==> config.mk <==
export PLATFORM = sky130hd
export DESIGN_NAME = console_uart_tx
export DESIGN_NICKNAME = d
export VERILOG_FILES = /design/src/rtl/console_uart_tx.sv
export SDC_FILE = /design/constraint.sdc
export NUM_CORES = 1
export LEC_CHECK = 0
export CORE_ASPECT_RATIO = 0.9
export CORE_MARGIN = 2
export CORE_UTILIZATION = 51
export DETAILED_ROUTE_END_ITERATION = 10
export PLACE_DENSITY = 0.74
export SLEW_MARGIN = 20
export SYNTH_ARGS = -nofsm -noshare
export SYNTH_HDL_FRONTEND = slang
export SYNTH_SLANG_ARGS = --single-unit
==> constraint.sdc <==
create_clock -name clk -period 7.2 [get_ports clk]
set_input_delay 0.72 -clock clk [delete_from_list [all_inputs] [get_ports clk]]
set_output_delay 0.72 -clock clk [all_outputs]
set_load 0.1 [all_outputs]
==> src/rtl/console_uart_tx.sv <==
// console_uart_tx
//   Buffers console byte writes in a small FIFO and sends them out as 8N1
//   UART frames (start bit, 8 data bits LSB first, stop bit).
//
//   Handshake: a write is offered by holding console_we high for one cycle
//   with the byte in console_wdata[7:0]. It is accepted on that clock edge
//   exactly when console_full is low. A write offered while console_full is
//   high is dropped and latches overflow. console_full is a registered-state
//   flag, so it never depends combinationally on console_we.
//
//   Parameters
//     XLEN          width of console_wdata (only [7:0] is sent)
//     CLKS_PER_BIT  clk cycles per serial bit, >= 2
//     FIFO_DEPTH    FIFO entries, power of two, >= 2
//
//   Ports
//     clk            system clock
//     reset          synchronous, active-high reset
//     console_we     console write strobe, one byte per asserted cycle
//     console_wdata  console data, bits above [7:0] ignored
//     console_full   FIFO holds FIFO_DEPTH bytes
//     overflow       sticky, set when a write was dropped; cleared by reset
//     busy           a frame is in progress or bytes are waiting
//     tx             registered serial line, idles high
//
//   Optional feature macro: CONSOLE_CRLF_EN
//     When defined, a 0x0A at the FIFO head is preceded on the line by 0x0D.
//     The CR frame is sent without popping; the following frame pops the LF.
module console_uart_tx #(
    parameter int XLEN         = 32,
    parameter int CLKS_PER_BIT = 868,
    parameter int FIFO_DEPTH   = 16
) (
    input  logic            clk,
    input  logic            reset,
    input  logic            console_we,
    input  logic [XLEN-1:0] console_wdata,
    output logic            console_full,
    output logic            overflow,
    output logic            busy,
    output logic            tx
);

    localparam int PTR_W = $clog2(FIFO_DEPTH);
    localparam int CNT_W = $clog2(CLKS_PER_BIT);
    localparam logic [PTR_W:0] FULL_COUNT = (PTR_W + 1)'(FIFO_DEPTH);
    localparam logic [CNT_W-1:0] BIT_RELOAD = CNT_W'(CLKS_PER_BIT - 1);

    typedef enum logic [1:0] {
        IDLE  = 2'd0,
        START = 2'd1,
        DATA  = 2'd2,
        STOP  = 2'd3
    } state_t;

    // ---------------------------------------------------------------
    // FIFO
    // ---------------------------------------------------------------
    logic [7:0]       mem [FIFO_DEPTH];
    logic [PTR_W-1:0] wr_ptr;
    logic [PTR_W-1:0] rd_ptr;
    logic [PTR_W:0]   count;
    logic             fifo_empty;
    logic             push;
    logic             pop;
    logic [7:0]       head;

    logic unused_wdata_hi;
    assign unused_wdata_hi = &{1'b0, console_wdata[XLEN-1:8]};

    assign fifo_empty   = (count == '0);
    assign console_full = (count == FULL_COUNT);
    // A write while full is lost even if the FSM pops on the same edge.
    assign push         = console_we && !console_full;
    assign head         = mem[rd_ptr];

    always_ff @(posedge clk) begin
        if (push) begin
            mem[wr_ptr] <= console_wdata[7:0];
        end
    end

    always_ff @(posedge clk) begin
        if (reset) begin
            wr_ptr   <= '0;
            rd_ptr   <= '0;
            count    <= '0;
            overflow <= 1'b0;
        end else begin
            if (push) begin
                wr_ptr <= wr_ptr + 1'b1;
            end
            if (pop) begin
                rd_ptr <= rd_ptr + 1'b1;
            end
            if (push && !pop) begin
                count <= count + 1'b1;
            end else if (!push && pop) begin
                count <= count - 1'b1;
            end
            if (console_we && console_full) begin
                overflow <= 1'b1;
            end
        end
    end

    // ---------------------------------------------------------------
    // Transmit FSM
    // ---------------------------------------------------------------
    state_t           state,   state_next;
    logic [CNT_W-1:0] cnt,     cnt_next;
    logic [2:0]       bit_idx, bit_next;
    logic [7:0]       shift,   shift_next;
    logic             tx_next;
    logic             load;
`ifdef CONSOLE_CRLF_EN
    logic             cr_pending, cr_next;
`endif

    assign busy = (state != IDLE) || !fifo_empty;

    always_ff @(posedge clk) begin
        if (reset) begin
            state      <= IDLE;
            cnt        <= '0;
            bit_idx    <= '0;
            shift      <= '0;
            tx         <= 1'b1;
`ifdef CONSOLE_CRLF_EN
            cr_pending <= 1'b0;
`endif
        end else begin
            state      <= state_next;
            cnt        <= cnt_next;
            bit_idx    <= bit_next;
            shift      <= shift_next;
            tx         <= tx_next;
`ifdef CONSOLE_CRLF_EN
            cr_pending <= cr_next;
`endif
        end
    end

    always_comb begin
        state_next = state;
        cnt_next   = cnt;
        bit_next   = bit_idx;
        shift_next = shift;
        tx_next    = tx;
        load       = 1'b0;
        pop        = 1'b0;
`ifdef CONSOLE_CRLF_EN
        cr_next    = cr_pending;
`endif

        case (state)
            IDLE: begin
                if (!fifo_empty) begin
                    load = 1'b1;
                end
            end
            START: begin
                if (cnt == '0) begin
                    // Data bits leave from shift[0]; the register shifts right
                    // each time a bit is put on the line.
                    state_next = DATA;
                    cnt_next   = BIT_RELOAD;
                    bit_next   = 3'd0;
                    tx_next    = shift[0];
                    shift_next = {1'b0, shift[7:1]};
                end else begin
                    cnt_next = cnt - 1'b1;
                end
            end
            DATA: begin
                if (cnt == '0) begin
                    cnt_next = BIT_RELOAD;
                    if (bit_idx == 3'd7) begin
                        state_next = STOP;
                        tx_next    = 1'b1;
                    end else begin
                        bit_next   = bit_idx + 3'd1;
                        tx_next    = shift[0];
                        shift_next = {1'b0, shift[7:1]};
                    end
                end else begin
                    cnt_next = cnt - 1'b1;
                end
            end
            STOP: begin
                if (cnt == '0) begin
                    if (!fifo_empty) begin
                        // Chain straight into the next start bit, no idle gap.
                        load = 1'b1;
                    end else begin
                        state_next = IDLE;
                        tx_next    = 1'b1;
                    end
                end else begin
                    cnt_next = cnt - 1'b1;
                end
            end
            default: begin
                state_next = IDLE;
                tx_next    = 1'b1;
            end
        endcase

        if (load) begin
            state_next = START;
            cnt_next   = BIT_RELOAD;
            bit_next   = 3'd0;
            tx_next    = 1'b0;
`ifdef CONSOLE_CRLF_EN
            // An LF at the head first produces a CR frame and stays queued.
            if ((head == 8'h0A) && !cr_pending) begin
                shift_next = 8'h0D;
                cr_next    = 1'b1;
            end else begin
                shift_next = head;
                pop        = 1'b1;
                cr_next    = 1'b0;
            end
`else
            shift_next = head;
            pop        = 1'b1;
`endif
        end
    end

endmodule

==> impl_metrics.yaml <==
global_route:
  grt_max_degree: 33
  antenna_found_initial: 0
  grt.total_usage_pct: 20.0
  grt_pass1_vias: 4086
  grt_pass1_wl_um: 21900
  grt_remaining_overflow: 0
finish:
  area_growth_pct: 11.2
  nFillCells: 1040
  fin_nets: 544
  drive_gt1_share_pct: 16.5
  antenna_cells: 0
  multi_input_area_sq_um: 2310
  utilization_pct: 57.6
  final-seq-area_sq_um: 4690
synthesis:
  synthSimpleGateAreaFrac_pct: 9.09
  ys_seq_area_share_pct: 65.1
  synthAdderAreaFrac_pct: 3.41
  yosys-top-cells-area: "edfxtp_1 (53%), dfxtp_1 (12%), mux4_2 (9.4%), ha_1 (3.1%), nor2_1 (1.9%)"
  synth_cell_types: 58
  synthMostInstantiatedCell: "edfxtp_1"
  synth_top_area_share_pct: 53.4
  synthesis.area_sq_um: 7200
  synth_nets: 529
  yosysWarnings: 0
  async_flop_share_pct: 0
  synth.area.mux_share_pct: 11.2
  yosys-top-cells-count: "edfxtp_1 (128), dfxtp_1 (42), nor2_1 (37)"
  syn_inst: 475
  synth_xor_area_share_pct: 1.10
  yosys.area.top_type: "edfxtp_1"
  syn_area_per_cell_sq_um: 15.2
  synth_edf_count: 128
  synth_compound_area_share_pct: 7.32
  synthFlopType: "edfxtp_1"
  synth_top_family_by_area: "multiplexers"
  ys_ff_latch: 170
floorplanning:
  num_rows: 41
  die_area_sq_um: 15100
  die_width_um: 129
  io-pin-count: 39
  start_util_pct: 51.8
  core_sq_um: 13900
  die_h_um: 117
clocking:
  cts_resized: 0
  clock_latency_ps: 430
  cts-root-buf: "clkbuf_16"
  cts_max_path_buffers: 2
  clk_pin_slew_ps: 70
  h-tree-depth: 4
  cts_buffers: 17
  cts_tree: "done"
  postCtsHoldBufs: 0
  clkSinkCount: 170
  postCtsSetupBuffers: 0
timing:
  maxSlewViolCount: 0
  max_slew.worst_pin.slew_ps: 1060
  max_freq_ghz: 0.264
  timing.final.crit_share_pct: 52.6
  fin_tns_setup_ps: 0
  setup_violations: 0
  finClkSkew_ps: 8.55
  fin_crit_ps: 3790
  hold_viol: 0
  maxSlewHeadroom_pct: 28.5
  grt_setup_unrepaired: "no"
place:
  post-dp-hpwl_um: 8730
  routabilityCongestion: 0.858
  port_buffers: 14
detailed_routing:
  via_per_inst: 5.81
  vias: 4035
  drt_iter0_markers: 354
  drc_errors: 0
  firstDrtPassIters: 5
  post_drt_wl_per_cell_um: 19.6
  ant_nets: 0
  wirelength_um: 13600
power:
  clockPowerShare_pct: 28.0
  p_int_mw: 1.98
  switchingPower_mw: 1.02
  p_per_area_nw_per_um2: 374
  p_sw_share_pct: 33.9
  comb_power_share_pct: 31.6
  peakVddDrop_mv: 0.299
  p_seq_share_pct: 40.5
  p_leak_nw: 2.66
status:
  outcome: "finished clean"
worst_hold_path:
  hold_depth: 2
  hp-class: "reg -> reg"
worst_setup_path:
  critPathLaunchType: "flop"
  crit_path_end_kind: "flop"
  criticalPathCategory: "reg -> reg"
  cp_data_required_time_ps: 7550
  cp.arrival_ps: 4140
  critPathMaxFanout: 14
  rr_worst_depth: 12
run:
  maxCapViolations: 0
==> worst max-delay path: stages, from the launching register on <==
cell and delay, ps:
dfxtp_1 380, nor4_2 920, a41oi_4 210, nor2_4 360, inv_2 200, ha_1 260, inv_1 140, ha_1 290
a21o_1 190, a21oi_1 210, xnor2_1 100, or3_1 310, a21oi_1 140
==> worst paths after layout <==
| path | startpoint | to | slack (ps) |
|---|---|---|---|
| max | cnt[2] | count[4] | 3410 |
| min | bit_idx[1] | bit_idx[1] | 470 |
| min reg2reg | bit_idx[1] | bit_idx[1] | 470 |
| max reg2reg | cnt[2] | count[4] | 3410 |
==> flip-flops by register name, indices dropped and copies added, names as in the netlist, named ones only <==
name and cells:
bit_idx 3, mem 128, overflow 1, state 2, cnt 10, count 5
tx 1, shift 8, wr_ptr 4, rd_ptr 4
==> cells in the final DEF (no fill, tap or decap), types with 5 or more instances in the layout <==
master and n:
a311oi_1 9, o21ai_0 10, and3_1 6, edfxtp_1 128, dfxtp_1 41, inv_1 10, ha_1 18, clkbuf_16 17
buf_4 6, nand3_1 8, nor2_1 37, clkdlybuf4s50_1 13, nand2_1 33, mux2i_1 8, mux4_2 30, nor3_1 10
and2_1 6, xnor2_1 6, nand4_1 5, a21oi_1 18, a22oi_1 16
==> power groups by stage <==
stage	Clock (mW)	Sequential [mW]	Combinational, mW
after floorplan	0	1.23	0.763
after global placement	0	1.23	0.907
after detailed placement	0	1.23	0.936
after CTS	0.849	1.21	0.942
after global routing	0.893	1.22	1.04
final	0.837	1.21	0.945
==> stage by stage <==
step                      setup WS, ps  hold slack, ps  cell area [sq um]  power, mW  instances
after CTS                         3460             474               8010       3.00        695
after floorplan                   4300             436               7200       2.00        475
after global placement            3540             444               7470       2.13        664
after detailed placement          3480             453               7470       2.17        664
final                             3410             471               8000       2.99        695
after global routing              3120             487               8000       3.15        695
==> cell families after synthesis <==
kind of cell / after synthesis
compound gates: 72
xor+xnor: 9
fa+ha+maj: 19
buf+inv: 35
flops: 170
mux: 40
simple gates: 130
==> metal layers <==
layer / global-route usage (%) / up-vias / routed length (um)
met1: 26.5 / 2033 / 5910
met4: 6.67 / 0 / 123
met5: 0 / - / 0
met2: 32.5 / 124 / 6750
met3: 5.36 / 10 / 831
li1: - / 1868 / -
==> final cells by class <==
type | count | area share, %
flip-flops and latches | 170 | 58.6
multi-input cells | 270 | 28.9
clock buffers | 18 | 5.36
well taps | 193 | 3.02
repair buffers | 20 | 2.25
clock inverters | 13 | 1.38
inverters | 11 | 0.516
Power figures use the tool's default switching activity.
